**config.mk**
```make
export PLATFORM = sky130hd
export DESIGN_NAME = i2c_byte_ctrl
export DESIGN_NICKNAME = d
export VERILOG_FILES = /design/src/rtl/i2c_byte_ctrl.sv
export SDC_FILE = /design/constraint.sdc
export NUM_CORES = 1
export LEC_CHECK = 0
export BUFFER_PORTS_ARGS = -buffer_cell sky130_fd_sc_hd__buf_4
export CAP_MARGIN = 5
export CORE_ASPECT_RATIO = 2
export CORE_MARGIN = 2
export CORE_UTILIZATION = 58
export DETAILED_ROUTE_END_ITERATION = 10
export PLACE_DENSITY = 0.9
export RECOVER_POWER = 25
export SLEW_MARGIN = 5
export SYNTH_ARGS = -nofsm -noshare
export SYNTH_HDL_FRONTEND = slang
export SYNTH_SLANG_ARGS = --single-unit
```
**constraint.sdc**
```tcl
create_clock -name clk -period 2.3 [get_ports clk]
set_input_delay 0.23 -clock clk [delete_from_list [all_inputs] [get_ports clk]]
set_output_delay 0.23 -clock clk [all_outputs]
set_load 0.01 [all_outputs]
```
**src/rtl/i2c_byte_ctrl.sv**
```systemverilog
// Byte sequencer for the I2C master: expands one host byte operation into
// START / 8 data bits / ACK bit / STOP commands for the bit-level phy.
module i2c_byte_ctrl #(
    parameter int CMD_W = 4
) (
    input  logic             clk,
    input  logic             rstn,
    input  logic             ena,
    input  logic             start,
    input  logic             stop,
    input  logic             read,
    input  logic             write,
    input  logic             ack_in,
    input  logic [7:0]       din,
    output logic             cmd_ack,
    output logic             ack_out,
    output logic [7:0]       dout,
    output logic             busy,
    output logic             i2c_al,
    output logic [CMD_W-1:0] core_cmd,
    output logic             core_txd,
    input  logic             core_ack,
    input  logic             core_al,
    input  logic             core_rxd
);

    localparam logic [CMD_W-1:0] CMD_NOP   = CMD_W'(4'h0);
    localparam logic [CMD_W-1:0] CMD_START = CMD_W'(4'h1);
    localparam logic [CMD_W-1:0] CMD_STOP  = CMD_W'(4'h2);
    localparam logic [CMD_W-1:0] CMD_WRITE = CMD_W'(4'h4);
    localparam logic [CMD_W-1:0] CMD_READ  = CMD_W'(4'h8);

    typedef enum logic [2:0] {
        ST_IDLE, ST_START, ST_WRITE, ST_READ, ST_ACK, ST_STOP
    } state_t;

    state_t           state, state_n;
    logic [7:0]       sr, sr_n;
    logic [2:0]       cnt, cnt_n;
    logic [CMD_W-1:0] cmd_n;
    logic             txd_n, cmd_ack_n, ack_out_n;
    logic [7:0]       dout_n;
    logic             go, upd;

    // The acknowledge cycle masks the still-held request so it is not relaunched.
    assign go   = (start | stop | read | write) & ~cmd_ack;
    assign upd  = ena | core_al;
    assign busy = (state != ST_IDLE);

    always_comb begin
        state_n   = state;
        sr_n      = sr;
        cnt_n     = cnt;
        cmd_n     = core_cmd;
        txd_n     = core_txd;
        cmd_ack_n = 1'b0;
        ack_out_n = ack_out;
        dout_n    = dout;
        case (state)
            ST_IDLE: if (go) begin
                sr_n  = din;
                cnt_n = 3'd7;
                if (start) begin
                    state_n = ST_START;
                    cmd_n   = CMD_START;
                end else if (read) begin
                    state_n = ST_READ;
                    cmd_n   = CMD_READ;
                end else if (write) begin
                    state_n = ST_WRITE;
                    cmd_n   = CMD_WRITE;
                    txd_n   = din[7];
                end else begin
                    state_n = ST_STOP;
                    cmd_n   = CMD_STOP;
                end
            end
            ST_START: if (core_ack) begin
                if (read) begin
                    state_n = ST_READ;
                    cmd_n   = CMD_READ;
                end else if (write) begin
                    state_n = ST_WRITE;
                    cmd_n   = CMD_WRITE;
                    txd_n   = sr[7];
                end else begin
                    state_n   = ST_IDLE;
                    cmd_n     = CMD_NOP;
                    cmd_ack_n = 1'b1;
                end
            end
            ST_WRITE: if (core_ack) begin
                if (cnt == 3'd0) begin
                    state_n = ST_ACK;
                    cmd_n   = CMD_READ;
                    txd_n   = 1'b1;   // release SDA for the slave ACK
                end else begin
                    sr_n  = {sr[6:0], 1'b0};
                    cnt_n = cnt - 3'd1;
                    txd_n = sr[6];
                end
            end
            ST_READ: if (core_ack) begin
                sr_n = {sr[6:0], core_rxd};
                if (cnt == 3'd0) begin
                    state_n = ST_ACK;
                    cmd_n   = CMD_WRITE;
                    txd_n   = ack_in;
                end else begin
                    cnt_n = cnt - 3'd1;
                end
            end
            ST_ACK: if (core_ack) begin
                if (write) ack_out_n = core_rxd;
                if (read)  dout_n    = sr;
                if (stop) begin
                    state_n = ST_STOP;
                    cmd_n   = CMD_STOP;
                end else begin
                    state_n   = ST_IDLE;
                    cmd_n     = CMD_NOP;
                    cmd_ack_n = 1'b1;
                end
            end
            ST_STOP: if (core_ack) begin
                state_n   = ST_IDLE;
                cmd_n     = CMD_NOP;
                cmd_ack_n = 1'b1;
            end
            default: begin
                state_n = ST_IDLE;
                cmd_n   = CMD_NOP;
            end
        endcase
        // Arbitration loss wins over everything, even a frozen core.
        if (core_al) begin
            state_n   = ST_IDLE;
            cmd_n     = CMD_NOP;
            cmd_ack_n = 1'b0;
            ack_out_n = ack_out;
            dout_n    = dout;
        end
    end

    always_ff @(posedge clk or negedge rstn) begin
        if (!rstn)    state <= ST_IDLE;
        else if (upd) state <= state_n;
    end

    always_ff @(posedge clk or negedge rstn) begin
        if (!rstn) begin
            sr       <= 8'h00;
            cnt      <= 3'd0;
            core_cmd <= CMD_NOP;
            core_txd <= 1'b0;
            cmd_ack  <= 1'b0;
            ack_out  <= 1'b0;
            dout     <= 8'h00;
            i2c_al   <= 1'b0;
        end else begin
            i2c_al <= core_al;
            if (upd) begin
                sr       <= sr_n;
                cnt      <= cnt_n;
                core_cmd <= cmd_n;
                core_txd <= txd_n;
                cmd_ack  <= cmd_ack_n;
                ack_out  <= ack_out_n;
                dout     <= dout_n;
            end
        end
    end

endmodule

```
==> results of run 1 <==
synthesized netlist by cell type:
cell	instances	area, um^2
inv_1	11	41.3
nand3b_1	1	7.51
buf_6	2	22.5
nand2b_1	4	25.0
and3_1	2	12.5
nor3_1	3	15.0
o21ai_4	1	16.3
buf_2	2	10.0
o21ai_0	5	25.0
a21oi_1	5	25.0
nor4_4	1	21.3
or4bb_1	1	11.3
nor4_2	1	12.5
nand3_1	2	10.0
o21ba_2	2	20.0
ha_1	2	25.0
o22a_1	2	17.5
nor2_1	9	33.8
clkbuf_1	3	11.3
mux2_2	23	259
nand2_2	1	6.26
nor4_1	3	18.8
o22ai_1	2	12.5
nor3b_1	1	7.51
o211ai_1	1	7.51
o311ai_0	1	8.76
o32a_1	1	10.0
o221ai_2	1	15.0
o21a_1	1	7.51
a22oi_1	1	7.51
nor2b_1	5	31.3
a31oi_1	1	6.26
dfrtp_1	30	751
nand3_2	1	10.0
or4b_1	1	10.0
a32oi_1	1	8.76
o221ai_1	1	8.76
buf_4	1	7.51
a211oi_4	1	20.0
mux2i_1	9	90.1
nand2_1	15	56.3
worst max-delay path: cells and delay by family (launching register included):
kind             cells  cell delay (ns)
flip-flops           1             0.67
AND/OR/NAND/NOR      3             0.80
multiplexers         1             0.33
kinds of logic after synthesis:
logic type	count (synthesis)	share of synthesized area, %
fa+ha+maj	2	1.45
buf+inv	19	5.37
compound gates	27	12.6
simple gates	51	16.8
mux	32	20.3
flops	30	43.6
power breakdown:
group	total (mW)	switching, mW	internal, mW
sequential	0.733	0.0942	0.638
combinational	0.494	0.240	0.254
clock	0.451	0.211	0.240
total	1.68	0.545	1.13
layout make-up:
cell class	count	area share (%)
Tap cell	30	1.80
Clock inverter	2	0.600
Inverter	11	1.98
Clock buffer	6	3.96
Sequential cell	30	36.0
Multi-Input combinational cell	112	42.2
Timing Repair Buffer	38	13.5
final timing paths:
kind	start	end	slack [ns]	cells past startpoint
worst max-delay path	state[2]	dout[1]	0.37	4
worst min-delay path	core_rxd	ack_out	0.19	2
worst max register to register	state[2]	dout[1]	0.37	4
worst min register to register	cnt[1]	cnt[1]	0.50	1
max in group asynchronous	rstn	dout[1]	1.29	2
min in group asynchronous	rstn	core_txd	0.53	2
cells in the final DEF, fill, tap and decap left out, drive strengths merged, types with 2 or more instances in the layout:
| cell | instances |
|---|---|
| a21oi | 5 |
| and3 | 2 |
| buf | 35 |
| clkbuf | 8 |
| dfrtp | 30 |
| ha | 2 |
| inv | 11 |
| mux2 | 23 |
| mux2i | 9 |
| nand2 | 16 |
| nand2b | 4 |
| nand3 | 3 |
| nor2 | 9 |
| nor2b | 5 |
| nor3 | 3 |
| nor4 | 5 |
| o21ai | 6 |
| o21ba | 2 |
| o221ai | 2 |
| o22a | 2 |
| o22ai | 2 |
per-layer routing:
metal | wire (um) | share of wire [%]
met1 | 1440 | 35
met2 | 2300 | 56
met3 | 197 | 4.8
met4 | 178 | 4.3
met5 | 0 | 0
sequential cells by signal, indices dropped and copies added, names as in the netlist:
name,flops
cmd_ack,1
i2c_al,1
core_cmd,4
state,3
cnt,3
dout,8
ack_out,1
sr,8
core_txd,1
metrics by stage:
| stage | power (mW) | hold WS (ns) | area (um^2) |
|---|---|---|---|
| floorplan | 1.04 | -0.0656 | 1720 |
| finish | 1.68 | 0.186 | 2090 |
| detailed placement | 1.23 | 0.180 | 1990 |
| global route | 1.75 | 0.185 | 2090 |
| CTS | 1.69 | 0.114 | 2090 |
| global placement | 1.20 | 0.171 | 1990 |
repair_timing:
item                                    in CTS  in global routing
endpoints found under the hold margin       30                  0
hold buffers                                 1                  0
resized for setup                            0                  0
endpoints found under the setup margin       0                  0
==> impl_metrics.py, run 1 <==
metrics = {
    "routing": {
        "drt_first_pass_iters": 4,
        "initialDrtViolationCount": 48,
        "avgRoutedWirePerCell_um": 17.9,
        "wirelength_um": 4110,
        "postRouteAntennaNets": 0,
        "vias_per_cell": 6.14,
        "dr_total_vias": 1407,
        "drc_errors": 0,
    },
    "global_routing": {
        "grt_first_pass_wirelength_um": 6720,
        "grt_use_met2_pct": 47.7,
        "grtUsageMet3_pct": 5.33,
        "overflow": 0,
        "grt_max_degree": 31,
        "use_met1_pct": 26.8,
        "antenna_found_initial": 0,
        "top_usage_layer": "met2",
        "grt_pass1_vias": 1484,
        "grt_usage_pct": 26.2,
    },
    "floorplanning": {
        "die_h_um": 81.1,
        "start_util_pct": 59.3,
        "die-area_um2": 3450,
        "rows": 28,
        "core_area_um2": 2910,
        "dieWidth_um": 42.5,
        "ios": 36,
    },
    "layout": {
        "nNetsFinal": 219,
        "layout.area.seq_um2": 751,
        "instances_no_fill": 229,
        "multiInputGateArea_um2": 880,
        "antenna-diode-count": 0,
        "drive_above_1_share_pct": 38.2,
        "fill_cells": 209,
        "fin_util_pct": 71.7,
        "syn2layout_area_growth_pct": 21.1,
    },
    "setup_path": {
        "worstPathCellList": "nand2b_1, nor4_2, nand2_2, mux2_2",
        "path_class": "reg -> reg",
        "end_kind": "flip-flop",
        "cp.required_ns": 2.47,
        "start_kind": "flip-flop",
        "critPathSlowestCell": "dfrtp_1",
        "crit_fanout": 15,
        "cpPeakStageDelay_ns": 0.67,
        "cp.arrival_ns": 2.09,
    },
    "sta": {
        "setup_violations": 0,
        "slew_headroom_pct": 50.6,
        "worst_pin_slew_ns": 0.741,
        "layout_setup_ws_ns": 0.373,
        "finalCriticalPeriod_ns": 1.93,
        "hold_viol": 0,
        "fmax_ghz": 0.519,
        "rsz0062_at_grt": "false",
        "skew_ns": 0.0108,
        "fin_crit_sh_pct": 83.8,
        "drv_slew": 0,
        "finalSetupTns_ns": 0,
    },
    "synthesis": {
        "ys_ff_latch": 30,
        "synth_cells": 161,
        "ys_seq_area_share_pct": 43.6,
        "syn-cell-area_um2": 1720,
        "yosysWarningCount": 0,
        "avgSynthCellArea_um2": 10.7,
        "synth.distinct_cells": 41,
        "syn_nets": 182,
    },
    "clock_tree": {
        "tritoncts.num_buffers": 5,
        "postCtsSetupBuffers": 0,
        "clock-sinks": 30,
        "clk_pin_slew_ns": 0.07,
        "cts_tree": "yes",
        "htreeDepth": 2,
        "cts_buffer_depth": 2,
        "clk_latency_ns": 0.29,
        "root_buffer": "clkbuf_8",
    },
    "placed_design": {
        "port_buffers": 35,
        "place.gp.congestion": 0.814,
        "placedCellCount": 220,
        "dpl.hpwl_um": 2980,
        "dpl_worst_slack_ns": 0.435,
    },
    "run": {
        "cap_viol_max_count": 0,
    },
    "power_and_ir_drop": {
        "cellPowerDensity_nw_per_um2": 804,
        "ir_drop_mv": 0.591,
        "power.leakage_nw": 0.999,
    },
    "hold_path": {
        "min_path_type": "in -> reg",
    },
    "status": {
        "status": "finished clean",
    },
}
Power figures use the tool's default switching activity.
==> run 2, diff against run 1 <==
--- a/config.mk
+++ b/config.mk
@@ -5,13 +5,14 @@
 export SDC_FILE = /design/constraint.sdc
 export NUM_CORES = 1
 export LEC_CHECK = 0
+export ABC_AREA = 1
 export BUFFER_PORTS_ARGS = -buffer_cell sky130_fd_sc_hd__buf_4
 export CAP_MARGIN = 5
 export CORE_ASPECT_RATIO = 2
 export CORE_MARGIN = 2
-export CORE_UTILIZATION = 58
+export CORE_UTILIZATION = 50
 export DETAILED_ROUTE_END_ITERATION = 10
-export PLACE_DENSITY = 0.9
+export PLACE_DENSITY = 0.82
 export RECOVER_POWER = 25
 export SLEW_MARGIN = 5
 export SYNTH_ARGS = -nofsm -noshare
==> constraint.sdc (replaced) <==
create_clock -name clk -period 1.7 [get_ports clk]
set_input_delay 0.17 -clock clk [delete_from_list [all_inputs] [get_ports clk]]
set_output_delay 0.17 -clock clk [all_outputs]
set_load 0.01 [all_outputs]
==> run 2 against run 1 <==
  * Power up 65%
  * Hold slack worse by 0.11 ns
  * Synthesized cell count up 55%
  * Wire length down 1.3%
  * Setup slack worse by 0.23 ns
  * Cell count up 48%
  * Synthesized area up 9.3%
  * Final area up 8.2%
  * Critical path depth up 2
  * Utilization down 9.2 points
  * Critical path type unchanged
  * Critical endpoint is now dout[6]
  * Largest power group unchanged
==> impl_metrics.py, run 2 <==
metrics = {
    "clock_tree": {
        "clk_latency_ns": 0.29,
        "htreeDepth": 2,
        "clk_pin_slew_ns": 0.07,
        "cts_tree": "yes",
        "tritoncts.num_buffers": 5,
        "clock-sinks": 30,
        "postCtsSetupBuffers": 0,
        "cts_buffer_depth": 2,
        "root_buffer": "clkbuf_8",
    },
    "power_and_ir_drop": {
        "power.leakage_nw": 1.26,
        "ir_drop_mv": 0.770,
        "p_seq_share_pct": 40.8,
        "switching_share_pct": 39.9,
        "power_frac_clock_pct": 19.6,
        "cellPowerDensity_nw_per_um2": 1220,
        "p_switching_mw": 1.10,
        "combPwrFrac_pct": 39.5,
        "internal-power_mw": 1.66,
    },
    "status": {
        "status": "finished clean",
    },
    "sta": {
        "drv_slew": 0,
        "slew_headroom_pct": 50.0,
        "finalSetupTns_ns": 0,
        "worst_pin_slew_ns": 0.749,
        "finalCriticalPeriod_ns": 1.56,
        "setup_violations": 0,
        "fmax_ghz": 0.643,
        "hold_viol": 0,
        "skew_ns": 0.00889,
        "rsz0062_at_grt": "false",
        "fin_crit_sh_pct": 91.5,
    },
    "placed_design": {
        "port_buffers": 35,
        "dpl.hpwl_um": 3190,
        "place_area_um2": 2170,
        "place.gp.congestion": 0.951,
    },
    "synthesis": {
        "yosysTopAreaCellShare_pct": 39.9,
        "synth_edf_count": 0,
        "async_flop_share_pct": 100,
        "synthTopCellsByArea": "dfrtp_1 (40%), nand2_1 (19%), nand3_1 (4.8%)",
        "syn_nets": 271,
        "ys_seq_area_share_pct": 39.9,
        "synth_cells": 250,
        "ys_top_cells_by_count": "nand2_1 (97), dfrtp_1 (30), inv_1 (23)",
        "avgSynthCellArea_um2": 7.53,
        "syn-cell-area_um2": 1880,
        "ys_ff_latch": 30,
        "synth_ff_type": "dfrtp_1",
        "synth.distinct_cells": 31,
        "synth_largest_area_cell": "dfrtp_1",
        "yosysMostFrequentCell": "nand2_1",
        "yosysWarningCount": 0,
    },
    "layout": {
        "mostFrequentLayoutCell": "nand2_1",
        "nNetsFinal": 311,
        "syn2layout_area_growth_pct": 19.9,
        "antenna-diode-count": 0,
        "reg_top3": "dout: 8 flops, sr: 8 flops, core_cmd: 4 flops",
        "design_area_um2": 2260,
        "drive_above_1_share_pct": 26.9,
        "final_cell_mix": "nand2_1 (97), buf_4 (37), dfrtp_1 (29)",
    },
    "global_routing": {
        "antenna_found_initial": 0,
        "grt_usage_pct": 22.1,
        "grt_first_pass_wirelength_um": 6820,
        "overflow": 0,
        "grt_pass1_vias": 1607,
        "grt_max_degree": 31,
    },
    "floorplanning": {
        "start_util_pct": 52.2,
        "dieWidth_um": 47.4,
        "ios": 36,
        "die_h_um": 90.8,
        "rows": 31,
        "core_area_um2": 3610,
        "die-area_um2": 4300,
    },
    "setup_path": {
        "end_kind": "flip-flop",
        "crit_fanout": 16,
        "cp.arrival_ns": 1.77,
        "cp.required_ns": 1.91,
        "start_kind": "flip-flop",
        "path_class": "reg -> reg",
    },
    "routing": {
        "drt_first_pass_iters": 4,
        "wirelength_um": 4060,
        "vias_per_cell": 4.96,
        "postRouteAntennaNets": 0,
        "avgRoutedWirePerCell_um": 12.0,
        "drc_errors": 0,
        "initialDrtViolationCount": 46,
        "dr_total_vias": 1681,
    },
    "hold_path": {
        "min_path_type": "in -> reg",
    },
    "run": {
        "cap_viol_max_count": 0,
    },
}
==> run 2: changes by cell type in the layout (fill, tap and decap cells not counted), sizes merged, moves of 5 or more <==
cell	change
o21ai	+8
nand2	+94
mux2	-23
nand4	+9
inv	+18
nor2b	-5
mux2i	-9
nor4	-5
nand3	+17
nor2	+9
==> run 2: final timing paths <==
check / slack (ns) / startpoint / depth (start not counted) / endpoint
setup / recovery: 0.14 / state[1] / 6 / dout[6]
hold / removal: 0.07 / core_al / 1 / i2c_al
setup reg to reg: 0.14 / state[1] / 6 / dout[6]
hold reg to reg: 0.48 / core_txd / 2 / core_txd
max in group asynchronous: 0.70 / rstn / 2 / state[0]
min in group asynchronous: 0.48 / rstn / 2 / i2c_al
==> run 2: what timing repair did <==
action / 4_1_cts / 5_1_grt
endpoints found under the setup margin: 0 / 5
endpoints found under the hold margin: 30 / 0
resized for setup: 0 / 1
hold buffers: 1 / 0
==> run 2: worst max-delay path, stage by stage (launching register included) <==
cell	delay (ns)
dfrtp_1	0.51
buf_4	0.22
nor3_4	0.18
and3_1	0.25
buf_12	0.16
nor2_1	0.04
a21oi_1	0.12
==> run 2: area by class of cell <==
class	instances	area (um^2)
clock buffer	5	68.8
inverter	29	116
clock inverter	2	10.0
sequential	30	752
timing repair buffer	41	317
tap	49	61.3
fill	339	1350
multi-input combinational	183	932
==> run 2: through the flow <==
step / setup WS [ns] / cells / utilization (%) / power [mW] / hold slack, ns
6_report: 0.144 / 339 / 62.6 / 2.76 / 0.0735
5_1_grt: 0.0208 / 339 / 62.6 / 2.99 / 0.0794
4_1_cts: 0.123 / 339 / 62.7 / 2.79 / 0.0230
3_5_place_dp: 0.148 / 331 / 60.2 / 2.24 / 0.124
3_3_place_gp: 0.154 / 331 / 60.2 / 2.20 / 0.119
2_1_floorplan: 0.417 / 250 / - / 1.88 / -0.126
==> run 2: cells by family after synthesis <==
kind of cell	after synthesis	synth area share, %
DFF	30	39.9
adders and majority gates	2	1.33
buffers and inverters	37	10.6
xor gates and xnor gates	1	0.465
AOI/OAI and AO/OA	19	6.25
and+or+nand+nor	161	41.5
==> run 2: metal layers <==
layer / wire [um] / global-route usage, % / part of all wire, % / up-vias
met5: 0 / 0 / 0 / -
li1: - / - / - / 861
met3: 178 / 4.60 / 4.4 / 19
met4: 210 / 14.1 / 5.2 / 0
met1: 1480 / 22.2 / 36 / 744
met2: 2190 / 37.3 / 54 / 57
==> run 2: power by group through the flow <==
| stage | Combinational (mW) | Clock (mW) | Sequential [mW] |
|---|---|---|---|
| finish | 1.09 | 0.542 | 1.13 |
| CTS | 1.10 | 0.557 | 1.13 |
| detailed placement | 1.10 | 0 | 1.14 |
| global placement | 1.07 | 0 | 1.13 |
| global route | 1.24 | 0.590 | 1.16 |
| floorplan | 0.770 | 0 | 1.11 |
==> run 3, diff against run 2 <==
--- a/config.mk
+++ b/config.mk
@@ -11,6 +11,7 @@
 export CORE_ASPECT_RATIO = 2
 export CORE_MARGIN = 2
 export CORE_UTILIZATION = 50
+export CTS_BUF_LIST = sky130_fd_sc_hd__clkbuf_16
 export DETAILED_ROUTE_END_ITERATION = 10
 export PLACE_DENSITY = 0.82
 export RECOVER_POWER = 25
==> run 3 against run 2 <==
  * Utilization rose by 1.6 points
  * First-iteration DRC count fell by 6.5%
  * Clock skew fell by 0.0029 ns
  * Final area rose by 2.5%
  * Wire length rose by 0.89%
  * Via count rose by 0.95%
  * Register-to-register slack barely moved
  * Critical endpoint unchanged
  * Largest cell class unchanged
  * Highest routed layer unchanged
==> impl_metrics.py, run 3 (synthesized netlist as in run 2, its figures left out) <==
metrics = {
    "routing": {
        "drc_errors": 0,
        "drt_first_pass_iters": 4,
        "postRouteAntennaNets": 0,
        "dr_total_vias": 1697,
        "wirelength_um": 4090,
        "initialDrtViolationCount": 43,
        "vias_per_cell": 5.01,
        "avgRoutedWirePerCell_um": 12.1,
    },
    "floorplanning": {
        "die_h_um": 90.8,
        "start_util_pct": 52.2,
        "core_area_um2": 3610,
        "ios": 36,
        "die-area_um2": 4300,
        "rows": 31,
        "dieWidth_um": 47.4,
    },
    "setup_path": {
        "worstPathCellList": "buf_4, nor3_4, and3_1, buf_12, nor2_1, a21oi_1",
        "end_kind": "flip-flop",
        "cp_num_buf_inv": 2,
        "critPathSlowestCell": "dfrtp_1",
        "crit_family": "flip-flops",
        "cpPeakStageDelay_ns": 0.51,
        "cp.arrival_ns": 1.76,
        "start_kind": "flip-flop",
        "crit_fanout": 16,
        "path_class": "reg -> reg",
        "cp.required_ns": 1.90,
    },
    "clock_tree": {
        "postCtsSetupBuffers": 0,
        "clock-sinks": 30,
        "cts_tree": "yes",
        "root_buffer": "clkbuf_16",
        "cts_buffer_depth": 2,
        "clk_latency_ns": 0.28,
        "tritoncts.num_buffers": 5,
        "clk_pin_slew_ns": 0.05,
        "htreeDepth": 2,
    },
    "layout": {
        "reg_top3": "dout: 8 flops, sr: 8 flops, core_cmd: 4 flops",
        "fin_util_pct": 64.1,
        "final_cell_mix": "nand2_1 (97), buf_4 (37), dfrtp_1 (29)",
        "nNetsFinal": 311,
        "syn2layout_area_growth_pct": 22.9,
        "mostFrequentLayoutCell": "nand2_1",
        "fill_cells": 332,
        "antenna-diode-count": 0,
        "design_area_um2": 2310,
        "drive_above_1_share_pct": 26.9,
        "instances_no_fill": 339,
    },
    "power_and_ir_drop": {
        "power.leakage_nw": 1.28,
        "internal-power_mw": 1.92,
        "cellPowerDensity_nw_per_um2": 1320,
        "power_mw": 3.05,
        "switching_share_pct": 37.2,
        "ir_drop_mv": 0.770,
        "p_seq_share_pct": 37.0,
        "p_switching_mw": 1.14,
        "power_frac_clock_pct": 27.1,
        "combPwrFrac_pct": 35.9,
    },
    "placed_design": {
        "place_area_um2": 2170,
        "place.gp.congestion": 0.951,
        "dpl_worst_slack_ns": 0.148,
        "placedCellCount": 331,
        "port_buffers": 35,
        "dpl.hpwl_um": 3190,
    },
    "sta": {
        "rsz0062_at_grt": "false",
        "skew_ns": 0.00600,
        "worst_pin_slew_ns": 0.771,
        "layout_setup_ws_ns": 0.136,
        "finalSetupTns_ns": 0,
        "fmax_ghz": 0.639,
        "slew_headroom_pct": 48.6,
        "fin_crit_sh_pct": 92.0,
        "finalCriticalPeriod_ns": 1.56,
        "hold_viol": 0,
        "setup_violations": 0,
        "holdWs_ns": 0.0926,
        "drv_slew": 0,
    },
    "global_routing": {
        "grt_usage_pct": 22.6,
        "grt_first_pass_wirelength_um": 6950,
        "grt_pass1_vias": 1617,
        "overflow": 0,
        "antenna_found_initial": 0,
        "grt_max_degree": 31,
    },
    "run": {
        "cap_viol_max_count": 0,
    },
    "hold_path": {
        "min_path_type": "in -> reg",
    },
    "status": {
        "status": "finished clean",
    },
}
-- run 3: path summary, 6_finish.rpt --
kind | from | end | slack, ns | cells past startpoint
min in group asynchronous | rstn | dout[7] | 0.51 | 2
setup / recovery | state[1] | dout[6] | 0.14 | 6
hold / removal | core_al | i2c_al | 0.09 | 1
max in group asynchronous | rstn | state[0] | 0.65 | 2
setup reg to reg | state[1] | dout[6] | 0.14 | 6
hold reg to reg | core_txd | core_txd | 0.47 | 2
-- run 3: power by group through the flow --
stage | registers, mW | clock network (mW) | logic [mW]
global placement | 1.13 | 0 | 1.07
global route | 1.16 | 0.874 | 1.24
floorplan | 1.11 | 0 | 0.770
detailed placement | 1.14 | 0 | 1.10
CTS | 1.13 | 0.839 | 1.11
finish | 1.13 | 0.827 | 1.10
-- run 3: routing by layer --
layer,up-vias,part of all wire [%],GRT usage [%]
met5,-,0,0
met4,0,5.0,13.2
met3,20,4.5,4.60
met2,59,54,38.4
met1,757,36,23.3
li1,861,-,-
-- run 3: cell type report --
class                   count  area [um^2]  area share, %
multi-input cells         183          932           40.3
flip-flops and latches     30          752           32.5
repair buffers             41          317           13.7
clock buffers               5          125           5.41
inverters                  29          116           5.03
well taps                  49         61.3           2.65
clock inverters             2         10.0          0.433
-- run 3: worst register-to-register path, cell delays in order, from the launching register on --
cell and delay, ns:
dfrtp_1 0.51, buf_4 0.22, nor3_4 0.19, and3_1 0.25, buf_12 0.16, nor2_1 0.05, a21oi_1 0.12
-- run 3: what timing repair did --
item | 4_1_cts | 5_1_grt
endpoints found under the hold margin | 30 | 0
gates resized for setup | 0 | 1
hold buffers | 1 | 0
endpoints found under the setup margin | 0 | 3
